`config.mk`:
```
export PLATFORM = sky130hd
export DESIGN_NAME = contador_multimodo
export DESIGN_NICKNAME = d
export VERILOG_FILES = /design/src/rtl/contador_multimodo_pkg.sv /design/src/rtl/divisor_tick.sv /design/src/rtl/contador_multimodo.sv
export SDC_FILE = /design/constraint.sdc
export NUM_CORES = 1
export LEC_CHECK = 0
export BUFFER_PORTS_ARGS = -buffer_cell sky130_fd_sc_hd__buf_4
export CAP_MARGIN = 40
export CELL_PAD_IN_SITES_DETAIL_PLACEMENT = 0
export CELL_PAD_IN_SITES_GLOBAL_PLACEMENT = 1
export CORE_ASPECT_RATIO = 0.9
export CORE_UTILIZATION = 25
export DETAILED_ROUTE_END_ITERATION = 8
export PLACE_DENSITY = 0.6
export SYNTH_ARGS = -nofsm -noshare
export SYNTH_HDL_FRONTEND = slang
export SYNTH_HIERARCHICAL = 1
export SYNTH_SLANG_ARGS = --single-unit
```
`constraint.sdc`:
```
create_clock -name clk -period 5 [get_ports clk]
set_clock_uncertainty 0.1 [all_clocks]
set_input_delay 0.5 -clock clk [delete_from_list [all_inputs] [get_ports clk]]
set_output_delay 0.5 -clock clk [all_outputs]
set_load 0.05 [all_outputs]
```
`src/rtl/contador_multimodo_pkg.sv`:
```
// Shared definitions for the multimode counter and its prescaler.
package contador_multimodo_pkg;

  typedef enum logic [1:0] {
    MODE_BIN     = 2'b00,
    MODE_JOHNSON = 2'b01,
    MODE_RING    = 2'b10,
    MODE_GRAY    = 2'b11
  } mode_e;

  // Prescaler counter width for a given ratio, never below one bit.
  function automatic int unsigned div_w(input int unsigned div);
    return (div > 1) ? $clog2(div) : 1;
  endfunction

endpackage

```
`src/rtl/divisor_tick.sv`:
```
// Prescaler: emits a one-cycle step every DIV enabled clock cycles.
module divisor_tick
  import contador_multimodo_pkg::*;
#(
  parameter int unsigned DIV = 25000000
) (
  input  logic clk,
  input  logic rst_n,
  input  logic en,
  input  logic clr,
  output logic step
);

  localparam int unsigned DIV_W = div_w(DIV);
  localparam logic [DIV_W-1:0] LAST = DIV_W'(DIV - 1);

  logic [DIV_W-1:0] cnt_q, cnt_d;

  always_comb begin
    cnt_d = cnt_q;
    step  = 1'b0;
    if (clr) begin
      cnt_d = '0;
    end else if (en) begin
      if (cnt_q == LAST) begin
        cnt_d = '0;
        step  = 1'b1;
      end else begin
        cnt_d = cnt_q + 1'b1;
      end
    end
  end

  always_ff @(posedge clk) begin
    if (!rst_n) cnt_q <= '0;
    else        cnt_q <= cnt_d;
  end

endmodule

```
`src/rtl/contador_multimodo.sv`:
```
// Reversible multimode counter (binary, Johnson, ring, Gray) with prescaler,
// synchronous load and tick/wrap status pulses.
module contador_multimodo
  import contador_multimodo_pkg::*;
#(
  parameter int unsigned WIDTH = 4,
  parameter int unsigned DIV   = 25000000
) (
  input  logic             clk,
  input  logic             rst_n,
  input  logic             en,
  input  logic             rev,
  input  logic [1:0]       mode,
  input  logic             load,
  input  logic [WIDTH-1:0] load_val,
  output logic [WIDTH-1:0] out,
  output logic             tick,
  output logic             wrap
);

  localparam logic [WIDTH-1:0] ONE      = WIDTH'(1);
  localparam logic [WIDTH-1:0] MSB_ONLY = {1'b1, {(WIDTH-1){1'b0}}};

  function automatic logic [WIDTH-1:0] gray(input logic [WIDTH-1:0] b);
    return b ^ (b >> 1);
  endfunction

  function automatic logic is_onehot(input logic [WIDTH-1:0] x);
    return (x != '0) && ((x & (x - ONE)) == '0);
  endfunction

  // Johnson codes are a run of ones anchored at the LSB, or its complement.
  function automatic logic is_johnson(input logic [WIDTH-1:0] x);
    logic [WIDTH-1:0] nx;
    nx = ~x;
    return ((x & (x + ONE)) == '0) || ((nx & (nx + ONE)) == '0);
  endfunction

  mode_e            mode_q, mode_d, mode_in;
  logic [WIDTH-1:0] out_q, out_d;
  logic [WIDTH-1:0] cnt_q, cnt_d;
  logic             tick_q, tick_d, wrap_q, wrap_d;
  logic             mode_chg, step;

  assign mode_in  = mode_e'(mode);
  assign mode_chg = (mode_in != mode_q);

  divisor_tick #(.DIV(DIV)) u_div (
    .clk  (clk),
    .rst_n(rst_n),
    .en   (en),
    .clr  (mode_chg | load),
    .step (step)
  );

  always_comb begin
    mode_d = mode_q;
    out_d  = out_q;
    cnt_d  = cnt_q;
    tick_d = 1'b0;
    wrap_d = 1'b0;
    if (mode_chg) begin
      mode_d = mode_in;
      cnt_d  = '0;
      out_d  = (mode_in == MODE_RING) ? ONE : '0;
    end else if (load) begin
      case (mode_q)
        MODE_BIN:     out_d = load_val;
        MODE_GRAY: begin
          cnt_d = load_val;
          out_d = gray(load_val);
        end
        MODE_RING:    out_d = is_onehot(load_val) ? load_val : ONE;
        MODE_JOHNSON: out_d = is_johnson(load_val) ? load_val : '0;
        default:      out_d = out_q;
      endcase
    end else if (step) begin
      tick_d = 1'b1;
      case (mode_q)
        MODE_BIN: begin
          out_d  = rev ? out_q - ONE : out_q + ONE;
          wrap_d = rev ? (out_q == '0) : (out_q == '1);
        end
        MODE_GRAY: begin
          cnt_d  = rev ? cnt_q - ONE : cnt_q + ONE;
          out_d  = gray(cnt_d);
          wrap_d = rev ? (cnt_q == '0) : (cnt_q == '1);
        end
        MODE_JOHNSON: begin
          if (!is_johnson(out_q)) begin
            out_d = '0;
          end else begin
            out_d  = rev ? {~out_q[0], out_q[WIDTH-1:1]} : {out_q[WIDTH-2:0], ~out_q[WIDTH-1]};
            wrap_d = rev ? (out_q == '0) : (out_q == MSB_ONLY);
          end
        end
        MODE_RING: begin
          if (!is_onehot(out_q)) begin
            out_d = ONE;
          end else begin
            out_d  = rev ? {out_q[0], out_q[WIDTH-1:1]} : {out_q[WIDTH-2:0], out_q[WIDTH-1]};
            wrap_d = rev ? (out_q == ONE) : (out_q == MSB_ONLY);
          end
        end
        default: out_d = out_q;
      endcase
    end
  end

  always_ff @(posedge clk) begin
    if (!rst_n) begin
      mode_q <= MODE_BIN;
      out_q  <= '0;
      cnt_q  <= '0;
      tick_q <= 1'b0;
      wrap_q <= 1'b0;
    end else begin
      mode_q <= mode_d;
      out_q  <= out_d;
      cnt_q  <= cnt_d;
      tick_q <= tick_d;
      wrap_q <= wrap_d;
    end
  end

  assign out  = out_q;
  assign tick = tick_q;
  assign wrap = wrap_q;

endmodule
```
After elaboration in Yosys (flattened, before gate mapping)
Index checks and enable logic that the tools add are counted.

word-level totals
  flip-flop bits (word level) = 37

cells by class
  $add $sub $neg = 9
  eq/ne operators = 10
  multiplexer cells = 30
  bitwise logic cells = 15
  reductions and logical operators = 22

operators with widths
  kind                     number
  $mux W4                  15
  $logic_not A4 Y1         8
  $pmux W4 S4              2
  $add A25 B1 Y25 const B  1
  $eq A25 B25 Y1 const B   1
  $mux W25                 1
  $and A4 B4 Y4            6
  $add A4 B1 Y4 const B    5
  $eq A4 B4 Y1 const B     3
  $sub A4 B1 Y4 const B    3
  $mux W1                  11
  $not A4 Y4               2
  $reduce_bool A4 Y1       2
  $xor A4 B3 Y4            2
  $eq A2 B2 Y1 const B     3
  $eq A4 B1 Y1 const B     1
  $not A1 Y1               4
  $pmux W1 S4              1
  $reduce_or A2 Y1         2
  $reduce_or A4 Y1         1
  $reduce_bool A3 Y1       1
  $reduce_or A3 Y1         1
  $eq A2 B1 Y1 const B     1
  $logic_and A1 B1 Y1      2
  other kinds (6)          7

Depth between registers and ports, before layout
  word-level depth = 10
  mapped depth = 10
  gate-level depth less buffers = 10

Cells and area by module
Netlist, hierarchy kept.

modules (own cells, without submodules)
  module              instances  cells an instance  area each (µm²)
  contador_multimodo  1          182                1497.7
  divisor_tick        1          144                1291.2

Worst setup path before layout
OpenSTA, ideal clock, no wires.

  path kind = register to register
  from = reg out_q[2], in the netlist out[2]
  to = reg out_q[3], in the netlist out[3]
  data arrival time = 2.461 ns
  setup slack = 2.369 ns
  cell stages (with the launch flop) = 10
  buffers on the path = 1
  cells stage by stage = dfxtp_1 -> buf_6 -> or3_4 -> ha_1 -> or3_1 -> nor3_2 -> nand2_1 -> a311oi_2 -> o22ai_1 -> a21oi_1

on the way
  cells in the longest elaborated chain, start to end = 10

RTL lines
  item                    RTL line                   text
  from (decl)             contador_multimodo.sv:40   logic [WIDTH-1:0] out_q, out_d;
  from (signal assigned)  contador_multimodo.sv:119  out_q <= out_d;
  $not A4 Y4              contador_multimodo.sv:35   nx = ~x;
  $add A4 B1 Y4           contador_multimodo.sv:36   return ((x & (x + ONE)) == '0) || ((nx & (nx + ONE)) == '0);
  $and A4 B4 Y4           contador_multimodo.sv:36
  $logic_not A4 Y1        contador_multimodo.sv:36
  $logic_or A1 B1 Y1      contador_multimodo.sv:36
  $mux W4                 contador_multimodo.sv:90   if (!is_johnson(out_q)) begin
  $pmux W4 S4 *           contador_multimodo.sv:79   case (mode_q)
  $mux W4 *               contador_multimodo.sv:77   end else if (step) begin
  $mux W4 *               contador_multimodo.sv:66   end else if (load) begin
  $mux W4 *               contador_multimodo.sv:62   if (mode_chg) begin

Mark *: on every way between the ends. The rest lies on a longest branch, timed or not. The select of a mux whose other input is x is not followed.
A chain may end at the register's enable or synchronous reset.

==> results.py <==
metrics = {
    "clock_tree": {
        "cts_tree": "built",
        "path_clk_slew_ns": 0.06,
        "cts_hold_buf": 0,
        "clock_latency_ns": 0.28,
        "cts_sinks": 37,
        "clockBufferDepth": 2,
        "post_cts.repair.setup_buffers": 0,
        "clockRootBuffer": "clkbuf_16",
        "cts-buffers-inserted": 5,
        "cts_resized": 0,
        "h-tree-depth": 2,
    },
    "cells_and_area": {
        "antenna_cells": 0,
        "seqCellArea_um2": 741,
        "utilization_pct": 29.4,
        "multiInputGateArea_mm2": 0.00189,
        "syn2layout_area_growth_pct": 14.3,
        "nets": 371,
        "drive_gt1_share_pct": 15.3,
        "n_fill_cell": 1162,
    },
    "die": {
        "die_w_um": 113,
        "die_y_um": 102,
        "start_util_pct": 25.7,
        "die_area_mm2": 0.0116,
        "coreArea_mm2": 0.0109,
        "rows": 36,
        "num_io_pins": 17,
    },
    "worst_hold_path": {
        "worstHoldPathCells": 2,
        "hp-class": "primary input to flop",
    },
    "setup_path": {
        "cp-end-kind": "flop",
        "crit_type": "flop to flop",
        "cp-start-kind": "flop",
        "path_cells": "ha_1 -> and2_1 -> nand4_1 -> nor4_1 -> nor2_1 -> nor2_1 -> o21ai_1 -> a22oi_1 -> nor2_1",
        "cp_top_family": "simple AND/OR/NAND/NOR gates",
        "crit_top_cell": "nor2_1",
        "ff2ff_path_depth": 9,
        "path_buf_inv": 0,
        "endpoint": "cnt_q[3]",
        "worst-path-stages": 9,
        "crit_required_ns": 5.05,
        "reg2reg_to": "cnt_q[3]",
        "cp.arrival_ns": 2.94,
        "critPathMaxStageDelay_ns": 0.61,
        "critPathLaunch": "u_div/cnt_q[0]",
        "worst-path-max-fanout": 6,
        "crit_slowest_cell": "nor4_1",
        "reg2reg_from": "u_div/cnt_q[0]",
        "rrSetupSlack_ns": 2.11,
    },
    "logic_synthesis": {
        "synth_seq_cells": 37,
        "synth_nets": 358,
        "synth_top_area_share_pct": 26.6,
        "synthFlopType": "dfxtp_1",
        "synth_edf_count": 0,
        "synth_area_mm2": 0.00279,
        "ys_seq_area_share_pct": 26.6,
        "synth.avg_cell_area_um2": 8.55,
        "async_flop_share_pct": 0,
        "synth_cells": 326,
        "yosys_warnings": 6,
        "ys_types": 74,
        "yosysTopAreaCell": "dfxtp_1",
        "ys_top_cells_by_area": "dfxtp_1 27%, ha_1 9.0%, nor2_1 5.1%",
    },
    "sta": {
        "finalCritPeriodShare_pct": 57.7,
        "setup_viol": 0,
        "hold_violations": 0,
        "fin_ws_ns": 2.11,
        "fin_hold_ws_ns": 0.356,
        "maxSlewViolCount": 0,
        "fmax_mhz": 347,
        "period_needed_ns": 2.89,
        "timing.setup.tns_ns": 0,
        "grt_setup_unrepaired": "false",
        "tightest_slew_ns": 0.713,
        "relSlewSlack_pct": 52.0,
    },
    "routing": {
        "routed_wirelength_um": 6710,
        "via_per_inst": 4.74,
        "drt-initial-drc-count": 153,
        "routedWlPerCell_um": 13.6,
        "detail-route-antenna-nets": 0,
        "firstDrtPassIters": 4,
        "drc": 0,
        "vias": 2334,
    },
    "grt": {
        "grt_start_max_net_pins": 20,
        "grt_usage_pct": 12.2,
        "grt_pass1_wl_um": 11500,
        "grt_overflow": 0,
        "antenna_found_initial": 0,
        "first_global_vias": 2257,
    },
    "placement": {
        "portBuffers": 16,
        "dp_hpwl_um": 5050,
        "post-place-ws_ns": 2.07,
        "gp_congestion": 0.749,
    },
    "status": {
        "status": "complete, no violations",
    },
    "run": {
        "max_cap_viol_count": 0,
    },
    "power_and_ir_drop": {
        "p_per_area_mw_per_mm2": 243,
        "peakVddDrop_mv": 0.130,
        "power_mw": 0.775,
        "power.leakage_nw": 1.10,
    },
}
[cells by family (layout without fill, tap and decap cells)]
group                      count (synthesis)  in the layout  share of synthesized area (%)
buffers and inverters                     27             41                           5.83
and+or+nand+nor                          143            143                           29.3
DFF                                       37             37                           26.6
adders and majority gates                 21             21                           9.69
AOI/OAI and AO/OA                         68             68                           18.3
muxes                                      7              7                           2.51
xor gates and xnor gates                  23             23                           7.76
[placed cells by master (no fill, tap or decap), types with 3 or more instances in the layout]
cell type	count
and4_1	5
a21oi_1	18
a211oi_1	3
nor3_1	5
nor2_1	38
o21ai_0	11
nand3_1	10
inv_1	16
and2_1	5
mux2i_1	7
clkbuf_16	5
nand2_1	28
dfxtp_1	37
ha_1	20
nand2b_1	3
nand4_1	8
or3_1	6
o31ai_1	4
nor4_1	6
nor2b_1	3
xor2_1	6
xnor2_1	15
buf_4	16
[how the worst min path moves through the flow]
stage,endpoint,startpoint,slack [ns]
CTS,mode_q[0],mode[0],0.35
detailed placement,u_div/cnt_q[24],u_div/cnt_q[24],0.38
floorplan,u_div/cnt_q[24],u_div/cnt_q[24],0.35
finish,mode_q[0],mode[0],0.36
global route,mode_q[0],mode[0],0.37
global placement,u_div/cnt_q[24],u_div/cnt_q[24],0.37
[sequential cells by signal (all words and copies together) (netlist names)]
name	cells
u_div/cnt_q	25
cnt_q	4
out	4
mode_q	2
tick	1
wrap	1
[power breakdown]
part	total (mW)	switching [mW]	internal [mW]
Clock	0.367	0.118	0.249
Sequential	0.305	0.00789	0.297
Combinational	0.104	0.0629	0.0406
Total	0.775	0.189	0.587
[area by class of cell]
cell class              instances  area share [%]
repair buffers                 17            4.24
clock buffers                   6            4.36
inverters                      16            1.88
multi-input cells             262            59.1
clock inverters                 2            1.18
well taps                     152            5.97
flip-flops and latches         37            23.2
[metal layers]
layer / track usage (%) / share of wire [%] / routed length [um] / up-vias
li1: - / - / - / 1217
met1: 17.6 / 54 / 3600 / 1086
met2: 19.5 / 43 / 2910 / 27
met3: 1.48 / 2.3 / 155 / 4
met4: 2.13 / 0.61 / 41 / 0
met5: 0 / 0 / 0 / -
[cell usage after synthesis (6+ instances only)]
| cell | n |
|---|---|
| nand4_1 | 8 |
| nor2_1 | 38 |
| nand2_1 | 28 |
| mux2i_1 | 7 |
| buf_6 | 6 |
| dfxtp_1 | 37 |
| xnor2_1 | 15 |
| nand3_1 | 10 |
| o21ai_0 | 11 |
| a21oi_1 | 18 |
| ha_1 | 20 |
| nor4_1 | 6 |
| or3_1 | 6 |
| inv_1 | 16 |
| xor2_1 | 6 |
[through the flow]
step	cells	cell area (um^2)
after floorplan	326	2790
after global placement	483	3000
after detailed placement	484	3010
after CTS	492	3190
after global routing	492	3190
final	492	3190
Note: power is estimated with default switching activity, not from simulation.
